`config.mk`:
```
export PLATFORM = sky130hd
export DESIGN_NAME = nibble_add_seq
export DESIGN_NICKNAME = d
export VERILOG_FILES = /design/src/rtl/nibble_add_seq_pkg.sv /design/src/rtl/nibble_add_seq_slice.sv /design/src/rtl/nibble_add_seq.sv
export SDC_FILE = /design/constraint.sdc
export NUM_CORES = 1
export LEC_CHECK = 0
export BUFFER_PORTS_ARGS = -buffer_cell sky130_fd_sc_hd__clkbuf_2
export CAP_MARGIN = 20
export CORE_MARGIN = 2
export CORE_UTILIZATION = 56
export CTS_BUF_LIST = sky130_fd_sc_hd__clkbuf_4 sky130_fd_sc_hd__clkbuf_8
export CTS_CLUSTER_DIAMETER = 30
export DETAILED_ROUTE_END_ITERATION = 10
export PLACE_DENSITY = 0.89
export SETUP_SLACK_MARGIN = 0.02
export SLEW_MARGIN = 25
export SYNTH_ARGS = -nofsm -noshare
export SYNTH_HDL_FRONTEND = slang
export SYNTH_SLANG_ARGS = --single-unit
```
`constraint.sdc`:
```
create_clock -name clk -period 3.4 [get_ports clk]
set_input_delay 0.85 -clock clk [delete_from_list [all_inputs] [get_ports clk]]
set_output_delay 0.85 -clock clk [all_outputs]
set_load 0.03 [all_outputs]
```
`src/rtl/nibble_add_seq_pkg.sv`:
```
// Shared definitions for the nibble-serial adder: controller state
// encoding, nibble width and the index-width helper.
package nibble_add_seq_pkg;

    // Width of the single adder slice that is reused for every step.
    localparam int NIBBLE_W = 4;

    // Controller states. The encoding is also visible on the debug port.
    typedef enum logic [1:0] {
        IDLE = 2'd0,
        RUN  = 2'd1,
        DONE = 2'd2
    } state_e;

    // Bits needed to count nibble steps. A single-step build still
    // gets a 1-bit counter so the vector is never zero-width.
    function automatic int idx_width(input int nib);
        if (nib <= 1) begin
            return 1;
        end
        return $clog2(nib);
    endfunction

endpackage

```
`src/rtl/nibble_add_seq_slice.sv`:
```
// Combinational 4-bit ripple-carry adder slice made of 1-bit full adders.
// The controller holds all state; this block only adds one nibble.
module add_nibble_slice
    import nibble_add_seq_pkg::*;
(
    input  logic [NIBBLE_W-1:0] a,
    input  logic [NIBBLE_W-1:0] b,
    input  logic                c_in,
    output logic [NIBBLE_W-1:0] sum,
    output logic                c_out
);

    logic [NIBBLE_W:0] carry_w;

    // Ripple the carry through one full adder per bit.
    always_comb begin
        carry_w    = '0;
        sum        = '0;
        carry_w[0] = c_in;
        for (int i = 0; i < NIBBLE_W; i++) begin
            sum[i]         = a[i] ^ b[i] ^ carry_w[i];
            carry_w[i + 1] = (a[i] & b[i]) | (carry_w[i] & (a[i] ^ b[i]));
        end
        c_out = carry_w[NIBBLE_W];
    end

endmodule

```
`src/rtl/nibble_add_seq.sv`:
```
// Nibble-serial wide adder: one 4-bit slice is stepped across a WIDTH-bit
// operand pair, least significant nibble first, carry registered between
// steps. Handshake: start is accepted only in IDLE or DONE (operands and
// carry-in are captured on that edge); busy is high for the NIB RUN cycles;
// done is a one-cycle pulse in the cycle sum/c_out first hold the result.
// Optional macro NIBBLE_ADD_SEQ_SUB_EN adds a 'sub' input selecting a-b.
module nibble_add_seq
    import nibble_add_seq_pkg::*;
#(
    parameter int WIDTH = 16
) (
    input  logic             clk,
    input  logic             rst,
    input  logic             start,
    input  logic [WIDTH-1:0] a,
    input  logic [WIDTH-1:0] b,
    input  logic             c_in,
`ifdef NIBBLE_ADD_SEQ_SUB_EN
    input  logic             sub,
`endif
    output logic             busy,
    output logic             done,
    output logic [WIDTH-1:0] sum,
    output logic             c_out,
    output logic [1:0]       dbg_state
);

    localparam int NIB   = WIDTH / NIBBLE_W;
    localparam int IDX_W = idx_width(NIB);
    localparam logic [IDX_W-1:0] IDX_LAST = IDX_W'(NIB - 1);

    state_e             state_q, state_d;
    logic [IDX_W-1:0]   idx_q, idx_d;
    logic [WIDTH-1:0]   a_q, a_d;
    logic [WIDTH-1:0]   b_q, b_d;
    logic               carry_q, carry_d;
    logic [WIDTH-1:0]   sum_q, sum_d;
    logic               c_out_q, c_out_d;

    logic [NIBBLE_W-1:0] slice_a, slice_b, slice_sum;
    logic                slice_cout;
    logic [WIDTH-1:0]    b_cap;
    logic                carry_cap;
    int                  base;

    // Operand B and initial carry as stored on an accepted start;
    // subtraction stores ~b with a forced carry-in of 1.
    always_comb begin
`ifdef NIBBLE_ADD_SEQ_SUB_EN
        b_cap     = sub ? ~b : b;
        carry_cap = sub ? 1'b1 : c_in;
`else
        b_cap     = b;
        carry_cap = c_in;
`endif
    end

    // Select the current nibble of each stored operand.
    always_comb begin
        base    = NIBBLE_W * int'(idx_q);
        slice_a = a_q[base +: NIBBLE_W];
        slice_b = b_q[base +: NIBBLE_W];
    end

    add_nibble_slice u_slice (
        .a     (slice_a),
        .b     (slice_b),
        .c_in  (carry_q),
        .sum   (slice_sum),
        .c_out (slice_cout)
    );

    // Next-state logic: capture on start, one nibble per RUN cycle.
    always_comb begin
        state_d = state_q;
        idx_d   = idx_q;
        a_d     = a_q;
        b_d     = b_q;
        carry_d = carry_q;
        sum_d   = sum_q;
        c_out_d = c_out_q;
        case (state_q)
            IDLE, DONE: begin
                if (start) begin
                    a_d     = a;
                    b_d     = b_cap;
                    carry_d = carry_cap;
                    sum_d   = '0;
                    idx_d   = '0;
                    state_d = RUN;
                end else begin
                    state_d = IDLE;
                end
            end
            RUN: begin
                sum_d[base +: NIBBLE_W] = slice_sum;
                carry_d                 = slice_cout;
                if (idx_q == IDX_LAST) begin
                    c_out_d = slice_cout;
                    idx_d   = '0;
                    state_d = DONE;
                end else begin
                    idx_d = idx_q + 1'b1;
                end
            end
            default: state_d = IDLE;
        endcase
    end

    // State and datapath registers; reset aborts any operation at once.
    always_ff @(posedge clk or posedge rst) begin
        if (rst) begin
            state_q <= IDLE;
            idx_q   <= '0;
            a_q     <= '0;
            b_q     <= '0;
            carry_q <= 1'b0;
            sum_q   <= '0;
            c_out_q <= 1'b0;
        end else begin
            state_q <= state_d;
            idx_q   <= idx_d;
            a_q     <= a_d;
            b_q     <= b_d;
            carry_q <= carry_d;
            sum_q   <= sum_d;
            c_out_q <= c_out_d;
        end
    end

    assign busy      = (state_q == RUN);
    assign done      = (state_q == DONE);
    assign sum       = sum_q;
    assign c_out     = c_out_q;
    assign dbg_state = state_q;

endmodule

```
==> metrics.csv <==
metric;value;unit
status;complete, no violations;
Synth async-reset ratio;100;%
DP Area;0.00280;sq mm
Comb power frac;51.7;%
critical path's slowest cell;dfrtp_1;
Routed WL;5280;microns
vias in the first global route;1940;
Clk pwr share;11.3;%
largest net degree at the start of global routing;55;
Final Hold Fails;0;
Hold WC Path Type;reg -> reg;
worst vdd ir;0.000528;V
Synth area leaders;dfrtp_1 54%, nand2_1 15%, mux4_2 7.2%;
Crit Path Category;reg -> reg;
Core ar.;0.00432;sq mm
flop-to-flop setup slack;0.26;ns
global-route wire length before repair;9130;microns
DRT iter0 DRCs;89;
level count of the clock H-tree;2;
Post-synth EDFFs;0;
RSZ-0062 raised after global routing;false;
# port buffers;56;
fmax;318;MHz
area leader, netlist;dfrtp_1;
die area;0.00501;sq mm
Vias/cell;5.56;
hold_buf cts;0;
Arr. time, crit path;3.34;ns
crit-path max cell delay;0.64;ns
setup bufs post-CTS;0;
final instance area;0.00288;sq mm
antenna diode count;0;
Sw Share;44.9;%
post-route ant nets;0;
Power Density;1070;mW/mm^2
worst flop-to-flop path startpoint;idx_q[1]$_DFFE_PP0P_;
root buf cell;clkbuf_8;
Hold Crit Start;a_q[15]$_DFFE_PP0P_;
starting density of the core;57.8;%
Buf/Inv on CP;4;
Power Total;3080;uW
crit-path max FO;11;
cells after synthesis;238;
FF+latch count, synth;54;
P_int;1700;uW
overall routing resource usage;23.4;%
Cell Rows;24;
Req. time, crit path;3.60;ns
GP Congestion;0.874;
Area growth, synth to finish;15.5;%
Syn. warnings;0;
first-pass iteration count of the detailed router;5;
Seq/Total Area, Yosys;54.1;%
Slew @ Worst Pin;0.883;ns
Clock Tree Buf Depth;2;
worst rel slew slack;41.1;%
ratio of cells with drive above 1 in the final layout;28.5;%
CP Capture Type;flip-flop;
Finish-stage setup viols;0;
Ports;57;
# Max-Cap Violations;0;
CTS buffer count;5;
Die Width;70.8;microns
Num Clock Sinks;54;
GR Overflow Total;0;
Final Max Slew Viols;0;
die height;70.8;microns
static leakage;0.00154;uW
CTS tree;done;
fin nets;336;
syn nets;282;
Post-CTS Resized;0;
syn_area_per_cell;10.5;sq um
antenna violations before repair;0;
Top FF cell, synth;dfrtp_1;
Tmin final;3.14;ns
post-synth cell types;33;
number of remaining DRC errors;0;
Syn Std Cell Area;0.00250;sq mm
CP Cell Sequence;mux4_2, inv_1, fa_1, inv_1, fa_1, inv_1, fa_1, inv_1, fa_1, a22o_1;
Yosys top cell area share;54.1;%
P_sw;1380;uW
skew final;0.00795;ns
fin crit share;92.4;%
CP Launch Type;flip-flop;
CP startpoint;idx_q[1]$_DFFE_PP0P_;
Flop pwr share;37.0;%
setup TNS;0;ns
clk_lat worst skew;0.30;ns
CP top delay family;adder cells;
Reg clk slew, reported paths;0.09;ns
DP Wirelength;3770;microns
Fillers;349;
DR WL/cell;15.4;microns
routed vias;1906;
path summary, 6_finish.rpt:
kind                                       endpoint  cells past startpoint
max in group asynchronous       b_q[12]$_DFFE_PP0P_                      2
worst max register to register   sum[7]$_DFFE_PP0P_                     10
min in group asynchronous        a_q[5]$_DFFE_PP0P_                      2
worst min-delay path            a_q[15]$_DFFE_PP0P_                      2
worst max-delay path             sum[7]$_DFFE_PP0P_                     10
worst min register to register  a_q[15]$_DFFE_PP0P_                      2
worst min-delay path, cell delays in order, from the launching register on:
cell     delay (ns)
dfrtp_1        0.35
nand2_1        0.05
nand2_1        0.05
stage by stage:
step | hold WS, ns | utilization, % | cells | setup slack [ns]
floorplan | 0.440 | - | 238 | 0.678
detailed placement | 0.462 | 64.8 | 337 | 0.304
global route | 0.522 | 66.7 | 343 | 0.137
CTS | 0.487 | 66.7 | 343 | 0.253
global placement | 0.461 | 64.8 | 337 | 0.495
finish | 0.485 | 66.7 | 343 | 0.258
cells by family after synthesis:
family          synth area share [%]
simple gates                    20.7
compound gates                  7.67
buf+inv                         4.51
fa+ha+maj                       5.21
mux                             7.82
flops                           54.1
registers in the layout, indices dropped and copies added (netlist names):
| signal | flops |
|---|---|
| a_q | 16 |
| b_q | 16 |
| sum | 16 |
| dbg_state | 2 |
| idx_q | 2 |
| c_out | 1 |
| carry_q | 1 |
layout by cell type (no fill, tap or decap), types with 2 or more instances in the layout:
cell       synthesis  final
buf_4              1      3
fa_1               4      4
mux4_2             8      8
o41ai_1            2      2
nand3_1            6      6
a22o_1             6      6
nand2_1           99     99
nand3b_1           2      2
inv_1             11     10
o2bb2ai_1          6      6
o31ai_1            2      2
ha_1               4      4
o21ai_0            3      3
clkbuf_8           0      6
a21oi_2            3      3
clkbuf_2           0     56
dfrtp_1           54     54
layout make-up:
class                   count  area, sq um  area share [%]
clock buffers               6         82.6            2.86
inverters                  12         46.3            1.61
multi-input cells         160         1040            35.9
flip-flops and latches     54         1350            46.9
well taps                  52         65.1            2.26
repair buffers             59          303            10.5
power groups by stage:
stage / sequential [uW] / clock (uW) / combinational, uW
after global routing: 1160 / 377 / 1760
after CTS: 1130 / 348 / 1590
after detailed placement: 1140 / 0 / 1570
after floorplan: 1170 / 0 / 1070
final: 1140 / 349 / 1590
after global placement: 1130 / 0 / 1480
Yosys cell counts (2+ instances only):
cell       instances
inv_1             11
a22o_1             6
nor2b_1            2
buf_2              9
o41ai_1            2
mux4_2             8
o2bb2ai_1          6
o31ai_1            2
nand2_1           99
nand3_1            6
dfrtp_1           54
ha_1               4
a21oi_2            3
o21ai_0            3
fa_1               4
nand3b_1           2
per-layer routing:
metal	vias up	global-route usage (%)	part of all wire (%)
li1	893	-	-
met1	928	30.6	43
met2	73	39.9	50
met3	12	5.70	5.4
met4	0	6.08	1.6
met5	-	0	0
(Power assumes the default switching activity.)
